--- src/rtl/cali_apply_if.sv ---
// Bus bundle for cali_apply: calibration RAM read port, sample input stream,
// corrected sample output stream and the saturation counter.
interface cali_apply_if #(
    parameter int CH_W   = 8,
    parameter int DATA_W = 16
);
    logic [CH_W:0]       cali_address;
    logic                cali_chipselect;
    logic                cali_clken;
    logic                cali_write;
    logic [DATA_W-1:0]   cali_writedata;
    logic [1:0]          cali_byteenable;
    logic [DATA_W-1:0]   cali_readdata;

    logic                in_valid;
    logic                in_ready;
    logic [CH_W-1:0]     in_channel;
    logic [DATA_W-1:0]   in_data;
    logic                cfg_bypass;

    logic                out_valid;
    logic                out_ready;
    logic [CH_W-1:0]     out_channel;
    logic [DATA_W-1:0]   out_data;
    logic                out_sat;
    logic [15:0]         sat_count;

    modport master (
        output cali_address, cali_chipselect, cali_clken, cali_write,
               cali_writedata, cali_byteenable,
        input  cali_readdata,
        input  in_valid, in_channel, in_data, cfg_bypass,
        output in_ready,
        output out_valid, out_channel, out_data, out_sat, sat_count,
        input  out_ready
    );

    modport slave (
        input  cali_address, cali_chipselect, cali_clken, cali_write,
               cali_writedata, cali_byteenable,
        output cali_readdata,
        output in_valid, in_channel, in_data, cfg_bypass,
        input  in_ready,
        input  out_valid, out_channel, out_data, out_sat, sat_count,
        output out_ready
    );
endinterface

--- src/rtl/cali_apply.sv ---
// Calibration-table reader and sample corrector. Each accepted sample fetches
// its channel's offset (word 2*ch) and Q2.14 gain (word 2*ch+1) from the
// calibration RAM, computes (raw - offset) * gain with a floor shift, clips to
// the signed sample range and presents the result with ready/valid.
module cali_apply #(
    parameter int CH_W      = 8,
    parameter int DATA_W    = 16,
    parameter int GAIN_FRAC = 14
) (
    input  logic          clk_clk,
    input  logic          reset_reset_n,
    cali_apply_if.master  bus
);

    localparam int PROD_W = 2 * (DATA_W + 1);
    localparam logic signed [PROD_W-1:0] SAT_MAX = PROD_W'({1'b0, {(DATA_W-1){1'b1}}});
    localparam logic signed [PROD_W-1:0] SAT_MIN = ~SAT_MAX;

    typedef enum logic [2:0] {
        IDLE,
        RD_OFS,
        RD_GAIN,
        WAIT_GAIN,
        CALC,
        OUT
    } state_t;

    state_t state;
    state_t next_state;

    logic                in_ready_q;
    logic                accept;
    logic                ram_sel;
    logic [CH_W:0]       ram_addr;
    logic                out_valid_c;

    logic [CH_W-1:0]     ch_q;
    logic [DATA_W-1:0]   data_q;
    logic [DATA_W-1:0]   ofs_q;
    logic [DATA_W-1:0]   gain_q;

    logic [CH_W-1:0]     out_channel_q;
    logic [DATA_W-1:0]   out_data_q;
    logic                out_sat_q;
    logic [15:0]         sat_count_q;

    logic signed [DATA_W:0]   diff;
    logic signed [PROD_W-1:0] diff_x;
    logic signed [PROD_W-1:0] gain_x;
    logic signed [PROD_W-1:0] prod;
    logic signed [PROD_W-1:0] res;
    logic                     sat_hi;
    logic                     sat_lo;
    logic [DATA_W-1:0]        clipped;

    assign accept = (state == IDLE) && in_ready_q && bus.in_valid;

    // Correction arithmetic: 17-bit difference, signed product, floor shift, clip
    assign diff    = $signed({data_q[DATA_W-1], data_q}) - $signed({ofs_q[DATA_W-1], ofs_q});
    assign diff_x  = PROD_W'(diff);
    assign gain_x  = PROD_W'({1'b0, gain_q});
    assign prod    = diff_x * gain_x;
    assign res     = prod >>> GAIN_FRAC;
    assign sat_hi  = res > SAT_MAX;
    assign sat_lo  = res < SAT_MIN;
    assign clipped = sat_hi ? SAT_MAX[DATA_W-1:0] :
                     sat_lo ? SAT_MIN[DATA_W-1:0] : res[DATA_W-1:0];

    // State register; reset drops any in-flight sample immediately
    always_ff @(posedge clk_clk or negedge reset_reset_n) begin
        if (!reset_reset_n) begin
            state <= IDLE;
        end else begin
            state <= next_state;
        end
    end

    // Next-state logic and RAM port / output-valid decode from the current state
    always_comb begin
        next_state  = state;
        ram_sel     = 1'b0;
        ram_addr    = '0;
        out_valid_c = 1'b0;
        case (state)
            IDLE: begin
                if (accept) begin
                    next_state = bus.cfg_bypass ? OUT : RD_OFS;
                end
            end
            RD_OFS: begin
                ram_sel    = 1'b1;
                ram_addr   = {ch_q, 1'b0};
                next_state = RD_GAIN;
            end
            RD_GAIN: begin
                ram_sel    = 1'b1;
                ram_addr   = {ch_q, 1'b1};
                next_state = WAIT_GAIN;
            end
            WAIT_GAIN: begin
                next_state = CALC;
            end
            CALC: begin
                next_state = OUT;
            end
            OUT: begin
                out_valid_c = 1'b1;
                if (bus.out_ready) begin
                    next_state = IDLE;
                end
            end
            default: begin
                next_state = IDLE;
            end
        endcase
    end

    // in_ready is registered so it stays low while reset is held and rises after release
    always_ff @(posedge clk_clk or negedge reset_reset_n) begin
        if (!reset_reset_n) begin
            in_ready_q <= 1'b0;
        end else begin
            in_ready_q <= (next_state == IDLE);
        end
    end

    // Sample capture, table words, registered results and saturation counter
    always_ff @(posedge clk_clk or negedge reset_reset_n) begin
        if (!reset_reset_n) begin
            ch_q          <= '0;
            data_q        <= '0;
            ofs_q         <= '0;
            gain_q        <= '0;
            out_channel_q <= '0;
            out_data_q    <= '0;
            out_sat_q     <= 1'b0;
            sat_count_q   <= '0;
        end else begin
            if (accept) begin
                ch_q   <= bus.in_channel;
                data_q <= bus.in_data;
                if (bus.cfg_bypass) begin
                    out_channel_q <= bus.in_channel;
                    out_data_q    <= bus.in_data;
                    out_sat_q     <= 1'b0;
                end
            end
            if (state == RD_GAIN) begin
                ofs_q <= bus.cali_readdata;
            end
            if (state == WAIT_GAIN) begin
                gain_q <= bus.cali_readdata;
            end
            if (state == CALC) begin
                out_channel_q <= ch_q;
                out_data_q    <= clipped;
                out_sat_q     <= sat_hi | sat_lo;
                if ((sat_hi | sat_lo) && (sat_count_q != 16'hFFFF)) begin
                    sat_count_q <= sat_count_q + 16'd1;
                end
            end
        end
    end

    assign bus.cali_address    = ram_addr;
    assign bus.cali_chipselect = ram_sel;
    assign bus.cali_clken      = ram_sel;
    assign bus.cali_write      = 1'b0;
    assign bus.cali_writedata  = '0;
    assign bus.cali_byteenable = 2'b11;
    assign bus.in_ready        = in_ready_q;
    assign bus.out_valid       = out_valid_c;
    assign bus.out_channel     = out_channel_q;
    assign bus.out_data        = out_data_q;
    assign bus.out_sat         = out_sat_q;
    assign bus.sat_count       = sat_count_q;

endmodule

--- src/flat_wrapper.sv ---
// flat-port wrapper written by rule: the top's interface ports become plain ports
module cali_apply_flat 
#(
    parameter int CH_W      = 8,
    parameter int DATA_W    = 16,
    parameter int GAIN_FRAC = 14
)
  (clk_clk, reset_reset_n, bus_cali_address, bus_cali_chipselect, bus_cali_clken, bus_cali_write, bus_cali_writedata, bus_cali_byteenable, bus_cali_readdata, bus_in_valid, bus_in_channel, bus_in_data, bus_cfg_bypass, bus_in_ready, bus_out_valid, bus_out_channel, bus_out_data, bus_out_sat, bus_sat_count, bus_out_ready);
  cali_apply_if #(.CH_W(CH_W), .DATA_W(DATA_W)) bus_i ();
  input  logic clk_clk;
  input  logic reset_reset_n;
  output wire logic [$bits(bus_i.cali_address)-1:0] bus_cali_address;
  output wire logic [$bits(bus_i.cali_chipselect)-1:0] bus_cali_chipselect;
  output wire logic [$bits(bus_i.cali_clken)-1:0] bus_cali_clken;
  output wire logic [$bits(bus_i.cali_write)-1:0] bus_cali_write;
  output wire logic [$bits(bus_i.cali_writedata)-1:0] bus_cali_writedata;
  output wire logic [$bits(bus_i.cali_byteenable)-1:0] bus_cali_byteenable;
  input wire logic [$bits(bus_i.cali_readdata)-1:0] bus_cali_readdata;
  input wire logic [$bits(bus_i.in_valid)-1:0] bus_in_valid;
  input wire logic [$bits(bus_i.in_channel)-1:0] bus_in_channel;
  input wire logic [$bits(bus_i.in_data)-1:0] bus_in_data;
  input wire logic [$bits(bus_i.cfg_bypass)-1:0] bus_cfg_bypass;
  output wire logic [$bits(bus_i.in_ready)-1:0] bus_in_ready;
  output wire logic [$bits(bus_i.out_valid)-1:0] bus_out_valid;
  output wire logic [$bits(bus_i.out_channel)-1:0] bus_out_channel;
  output wire logic [$bits(bus_i.out_data)-1:0] bus_out_data;
  output wire logic [$bits(bus_i.out_sat)-1:0] bus_out_sat;
  output wire logic [$bits(bus_i.sat_count)-1:0] bus_sat_count;
  input wire logic [$bits(bus_i.out_ready)-1:0] bus_out_ready;
  assign bus_cali_address = bus_i.cali_address;
  assign bus_cali_chipselect = bus_i.cali_chipselect;
  assign bus_cali_clken = bus_i.cali_clken;
  assign bus_cali_write = bus_i.cali_write;
  assign bus_cali_writedata = bus_i.cali_writedata;
  assign bus_cali_byteenable = bus_i.cali_byteenable;
  assign bus_i.cali_readdata = bus_cali_readdata;
  assign bus_i.in_valid = bus_in_valid;
  assign bus_i.in_channel = bus_in_channel;
  assign bus_i.in_data = bus_in_data;
  assign bus_i.cfg_bypass = bus_cfg_bypass;
  assign bus_in_ready = bus_i.in_ready;
  assign bus_out_valid = bus_i.out_valid;
  assign bus_out_channel = bus_i.out_channel;
  assign bus_out_data = bus_i.out_data;
  assign bus_out_sat = bus_i.out_sat;
  assign bus_sat_count = bus_i.sat_count;
  assign bus_i.out_ready = bus_out_ready;
  cali_apply #(.CH_W(CH_W), .DATA_W(DATA_W), .GAIN_FRAC(GAIN_FRAC)) u_core (.clk_clk(clk_clk), .reset_reset_n(reset_reset_n), .bus(bus_i));
endmodule
--- config.mk ---
export PLATFORM = sky130hd
export DESIGN_NAME = cali_apply_flat
export DESIGN_NICKNAME = d
export VERILOG_FILES = /design/src/rtl/cali_apply_if.sv /design/src/rtl/cali_apply.sv /design/src/flat_wrapper.sv
export SDC_FILE = /design/constraint.sdc
export NUM_CORES = 1
export LEC_CHECK = 0
export ABC_CLOCK_PERIOD_IN_PS = 9800
export CORE_MARGIN = 2
export CORE_UTILIZATION = 25
export DETAILED_ROUTE_END_ITERATION = 12
export HOLD_SLACK_MARGIN = 0.1
export PLACE_DENSITY_LB_ADDON = 0.08
export REMOVE_ABC_BUFFERS = 1
export SETUP_SLACK_MARGIN = 0.05
export SLEW_MARGIN = 20
export SYNTH_ARGS = -nofsm -noshare
export SYNTH_HDL_FRONTEND = slang
export SYNTH_SLANG_ARGS = --single-unit
export TNS_END_PERCENT = 5
--- constraint.sdc ---
create_clock -name clk_clk -period 9.8 [get_ports clk_clk]
set_input_delay 1.96 -clock clk_clk [delete_from_list [all_inputs] [get_ports clk_clk]]
set_output_delay 1.96 -clock clk_clk [all_outputs]
set_load 0.1 [all_outputs]
==> reports/metrics.cfg, run 1 <==
[layout]
antennaDiodeCount=0
final_layout_size_suffix_gt1_share_pct=7.446
area_growth_pct=15.19
nets=2161

[setup_path]
start_kind=flop
cp_slowest_cell=fa_1
cp_top_family=adder cells
slowest_delay_ps=560
crit_arrival_ps=9440
worstPathMaxFanout=16
path_buf_inv=5
worstRegToRegCells=32
cp_data_required_time_ps=10040
cpMostUsedCell=fa_1
worst_setup_path_end_kind=flop
crit_type=reg2reg
cp.depth=32

[global_route]
grt_pass1_wl_um=73720
grt.busiest_layer=met2
grt.overflow.total=0
grt_use_met1_pct=20.98
grt_max_degree=71
grt_usage_pct=14.99
grt_pass1_vias=12250
grt_use_met3_pct=1.613
grtUsageMet2_pct=25.33
antenna_found_initial=1

[yosys]
synth_warnings=0
syn_avg_cell_area_um2=9.442
synth_area_um2=15660
synth-main-ff-cell=dfrtp_1
ys_seq_elements=101
async_flop_share_pct=100.0
seq_area_frac_synth_pct=16.14
synth.distinct_cells=71
syn_inst=1658
synth_edf_count=0

[timing]
rsz0062_at_grt=no
max_freq_mhz=108.7
finalSetupViolCount=0
skew_ps=13.76
relSlewSlack_pct=17.29
post-route-period-util_pct=93.88
min_period_ps=9200
setup_tns_ps=0
hold_viol=0
worst_slew_pin_slew_ps=1241
slew_viol_final=0

[route]
via_count=10910
drcViolationCount=0
drtIter0Drc=421
first_pass_iters=5
wl_per_cell_um=17.71
vias_per_cell=4.222
drtAntennaViolNets=0
wirelength_um=45750

[die]
rows=91
start_util_pct=25.32
die_y_um=254.2
dieWidth_um=254.2
boundaryPins=118
core_area_um2=61830
dieArea_um2=64640

[hold_path]
hold-path-cell-count=2
hp-class=reg2reg

[cts]
cts_tree=built
cts_hold_buf=0
cts_root_buf=clkbuf_16
cts_sinks=101
clockBufferDepth=2
path_clk_slew_ps=80
post_cts_buffers=0
clk_latency_ps=360
cts_max_level=3
tritoncts.num_buffers=9
cts_resized=0

[placement]
place.gp.congestion=0.7548
dp_hpwl_um=36720
io_buffers=98

[run]
cap_violations=0

[outcome]
status=completed

-- cell usage after synthesis, types with 3 or more instances --
master / number / area [um2]
nand3_1: 15 / 75.07
and3_1: 13 / 81.33
inv_1: 370 / 1389
nand2_1: 184 / 690.7
maj3_1: 3 / 30.03
ha_1: 106 / 1326
o21ai_1: 4 / 20.02
nor2_1: 24 / 90.09
o21ai_0: 35 / 175.2
nor3_1: 14 / 70.07
nand2b_1: 15 / 93.84
a211o_1: 4 / 35.03
xor2_1: 22 / 192.7
fa_1: 269 / 5385
a31oi_1: 3 / 18.77
buf_4: 20 / 150.1
nor3_2: 7 / 70.07
o211ai_1: 3 / 22.52
nor4_1: 4 / 25.02
o21a_1: 9 / 67.56
mux2i_1: 23 / 230.2
xnor2_1: 36 / 315.3
a21oi_1: 43 / 215.2
nor2b_1: 25 / 156.4
a21o_1: 19 / 142.6
dfrtp_1: 101 / 2527
or3_1: 5 / 31.28
and2_1: 121 / 757.0
mux2_2: 39 / 439.2
clkbuf_1: 56 / 210.2
a211oi_1: 16 / 120.1
-- cells by family (layout without fill, tap and decap cells) --
| kind of cell | after synthesis | in the layout | synth area share (%) |
|---|---|---|---|
| AOI/OAI and AO/OA | 159 | 159 | 6.658 |
| buffers and inverters | 451 | 522 | 11.40 |
| other | 2 | 19 | 0.04797 |
| DFF | 101 | 101 | 16.14 |
| muxes | 65 | 65 | 4.612 |
| adders and majority gates | 378 | 378 | 43.06 |
| xor gates and xnor gates | 59 | 59 | 3.349 |
| and+or+nand+nor | 443 | 443 | 14.72 |
-- sequential cells by signal, indices dropped and copies added, names as in the netlist --
name,count
u_core.bus.in_ready,1
u_core.bus.out_channel,8
u_core.bus.out_data,16
u_core.bus.out_sat,1
u_core.bus.sat_count,16
u_core.ch_q,8
u_core.data_q,16
u_core.gain_q,16
u_core.ofs_q,16
u_core.state,3
-- placed cells by master (no fill, tap or decap), types with 19 or more instances in the layout --
cell and count:
xnor2_1 35, nand2_1 183, dfrtp_1 101, xor2_1 22, nor2b_1 24, conb_1 19
a21o_1 19, a21oi_1 43, and2_1 121, buf_4 39, mux2i_1 23, o21ai_0 35
mux2_2 39, nor2_1 23, clkdlybuf4s50_1 97, ha_1 106, fa_1 269, inv_1 370
-- worst min-delay path: stages (launching register included) --
cell,delay [ps]
dfrtp_1,350
nand2_1,50
o21ai_0,60
-- per-stage QoR --
stage / std cells / hold slack [ps] / worst slack (ps) / utilization, % / instance area [um2]
6_report: 2583 / 485.4 / 600.2 / 29.17 / 18030
5_1_grt: 2583 / 525.9 / 78.39 / 29.17 / 18030
4_1_cts: 2583 / 490.3 / 384.6 / 29.15 / 18020
3_5_place_dp: 2567 / 479.8 / 402.2 / 28.57 / 17660
3_3_place_gp: 2567 / 475.0 / 510.4 / 28.56 / 17660
2_1_floorplan: 1594 / 459.4 / 1150 / - / 15320
-- final timing paths --
kind,from,to,slack (ps)
setup / recovery,u_core.ofs_q[1]$_DFFE_PN0N_,u_core.bus.sat_count[12]$_DFFE_PN0P_,600
hold reg to reg,u_core.ch_q[2]$_DFFE_PN0P_,u_core.bus.out_channel[2]$_DFFE_PN0P_,490
setup reg to reg,u_core.ofs_q[1]$_DFFE_PN0N_,u_core.bus.sat_count[12]$_DFFE_PN0P_,600
hold / removal,u_core.ch_q[2]$_DFFE_PN0P_,u_core.bus.out_channel[2]$_DFFE_PN0P_,490
min in group asynchronous,reset_reset_n,u_core.ch_q[6]$_DFFE_PN0P_,1530
max in group asynchronous,reset_reset_n,u_core.gain_q[2]$_DFFE_PN0N_,6940
-- metal layers --
layer | up-vias | share of wire (%)
met4 | 2 | 1.3
met5 | - | 0.024
met1 | 5584 | 48
met3 | 31 | 2.2
li1 | 5177 | -
met2 | 112 | 49
-- final cells by class --
class                   instances  area (um2)
flip-flops and latches        101        2527
inverters                     370        1389
well taps                     837        1047
repair buffers                136        1264
multi-input cells            1123       11450
clock inverters                 6       118.9
fillers                      6609       43790
clock buffers                  10       239.0
Power of run 1 is left out: the tool's default activity adds up to more than one toggle a clock period on the data nets, which glitch-free logic cannot reach.
==> inputs of run 2 (changes only) <==
--- a/config.mk
+++ b/config.mk
@@ -6,8 +6,9 @@
 export NUM_CORES = 1
 export LEC_CHECK = 0
 export ABC_CLOCK_PERIOD_IN_PS = 9800
-export CORE_MARGIN = 2
+export CORE_MARGIN = 3
 export CORE_UTILIZATION = 25
+export CTS_CLUSTER_SIZE = 14
 export DETAILED_ROUTE_END_ITERATION = 12
 export HOLD_SLACK_MARGIN = 0.1
 export PLACE_DENSITY_LB_ADDON = 0.08
==> run 2 against run 1 <==
Highest routed layer unchanged; wire length decreased by 1.3%; clock skew about the same; core utilization decreased by 0.079 points.
==> reports/metrics.cfg, run 2 (same netlist as run 1, synthesis figures left out) <==
[outcome]
status=completed  ; unchanged

[die]
dieArea_um2=65660  ; was 64640 um2
rows=91  ; unchanged
boundaryPins=118  ; unchanged
core_area_um2=61830  ; unchanged
start_util_pct=25.32  ; unchanged
dieWidth_um=256.2  ; was 254.2 um
die_y_um=256.2  ; was 254.2 um

[hold_path]
hold-path-cell-count=1  ; was 2
hp-class=reg2reg  ; unchanged

[route]
first_pass_iters=5  ; unchanged
drtAntennaViolNets=0  ; unchanged
wirelength_um=45170  ; was 45750 um
wl_per_cell_um=17.47  ; was 17.71 um
vias_per_cell=4.231  ; was 4.222
drtIter0Drc=401  ; was 421
via_count=10940  ; was 10910
drcViolationCount=0  ; unchanged

[cts]
tritoncts.num_buffers=9  ; unchanged
cts_root_buf=clkbuf_16  ; unchanged
clk_latency_ps=360  ; about the same
cts_max_level=3  ; unchanged
cts_sinks=101  ; unchanged
path_clk_slew_ps=90  ; was 80 ps
clockBufferDepth=2  ; unchanged
cts_tree=built  ; unchanged
cts_hold_buf=0  ; unchanged

[layout]
finalCoreUtilization_pct=29.09  ; was 29.17%
area_growth_pct=14.88  ; was 15.19%
regArea_um2=2527  ; unchanged
final_area_um2=17980  ; was 18030 um2
final_cell_mix=370 x inv_1, 268 x fa_1, 184 x nand2_1, 120 x and2_1, 106 x ha_1  ; was 370 x inv_1, 269 x fa_1, 183 x nand2_1, 121 x and2_1, 106 x ha_1
layout_commonest_cell=inv_1  ; unchanged
nets=2163  ; was 2161
num-fill-cells=6562  ; was 6609
final_layout_size_suffix_gt1_share_pct=7.609  ; was 7.446%
multiInputGateArea_um2=11450  ; about the same
antennaDiodeCount=0  ; unchanged

[timing]
skew_ps=13.68  ; was 13.76 ps
finalSetupViolCount=0  ; unchanged
max_freq_mhz=109.6  ; was 108.7 MHz
slew_viol_final=0  ; unchanged
hold_viol=0  ; unchanged
setup_tns_ps=0  ; unchanged
worst_slew_pin_slew_ps=1071  ; was 1241 ps
post-route-period-util_pct=93.14  ; was 93.88%
rsz0062_at_grt=no  ; unchanged
relSlewSlack_pct=28.60  ; was 17.29%
hold_ws_ps=491.2  ; was 485.4 ps
min_period_ps=9128  ; was 9200 ps

[setup_path]
cp_data_required_time_ps=10050  ; was 10040 ps
crit_type=reg2reg  ; unchanged
start_kind=flop  ; unchanged
cpMostUsedCell=fa_1  ; unchanged
crit_arrival_ps=9380  ; was 9440 ps
worstPathMaxFanout=16  ; unchanged
worstRegToRegCells=32  ; unchanged
worst_setup_path_end_kind=flop  ; unchanged
slowest_delay_ps=560  ; about the same
cp_slowest_cell=fa_1  ; unchanged

[placement]
dp_hpwl_um=36230  ; was 36720 um
io_buffers=98  ; unchanged
place.gp.congestion=0.7622  ; was 0.7548
place_area_um2=17680  ; was 17660 um2

[global_route]
grt_usage_pct=14.47  ; was 14.99%
grt_max_degree=66  ; was 71
grt_pass1_wl_um=73970  ; was 73720 um
grt.overflow.total=0  ; unchanged
antenna_found_initial=1  ; unchanged
grt_pass1_vias=12160  ; was 12250

[run]
cap_violations=0  ; unchanged

## run 2: layout make-up
cell class	count	share of cell area, %
Clock buffer	9	1.252
Clock inverter	7	0.3757
Inverter	370	7.722
Multi-Input combinational cell	1123	63.66
Sequential cell	101	14.05
Tap cell	837	5.823
Timing Repair Buffer	138	7.110
## run 2: what timing repair did
item	CTS	global route
hold endpoints to repair	0	0
endpoints found under the setup margin	0	23
resized for setup	0	5
setup buffers	0	0
## run 2: per-stage QoR
stage	worst slack [ps]	std cells
floorplan	1150	1594
global placement	475.6	2569
detailed placement	380.3	2569
CTS	330.0	2585
global route	74.21	2585
finish	672.0	2585
## run 2: path summary, 6_finish.rpt
path                                                startpoint                                    to  slack [ps]
hold / removal             u_core.bus.sat_count[6]$_DFFE_PN0P_   u_core.bus.sat_count[6]$_DFFE_PN0P_         490
setup reg to reg                   u_core.ofs_q[1]$_DFFE_PN0N_  u_core.bus.sat_count[12]$_DFFE_PN0P_         670
setup / recovery                   u_core.ofs_q[1]$_DFFE_PN0N_  u_core.bus.sat_count[12]$_DFFE_PN0P_         670
hold reg to reg            u_core.bus.sat_count[6]$_DFFE_PN0P_   u_core.bus.sat_count[6]$_DFFE_PN0P_         490
min in group asynchronous                        reset_reset_n            u_core.ch_q[5]$_DFFE_PN0P_        1560
max in group asynchronous                        reset_reset_n    u_core.bus.out_data[6]$_DFFE_PN0P_        6930
## run 2: worst max-delay path: cells and delay by family (launching register included)
family	cells	cell delay, ps
DFF	1	390
muxes	2	500
and+or+nand+nor	7	1630
buffers and inverters	5	730
AOI/OAI and AO/OA	10	2160
adders and majority gates	8	3590
## run 2: metal layers
metal	share of wire, %	track usage (%)
met1	48	20.74
met3	2.6	1.630
met5	0.029	0
met4	0.80	1.742
met2	48	24.19
Power of run 2 is left out for the same reason.
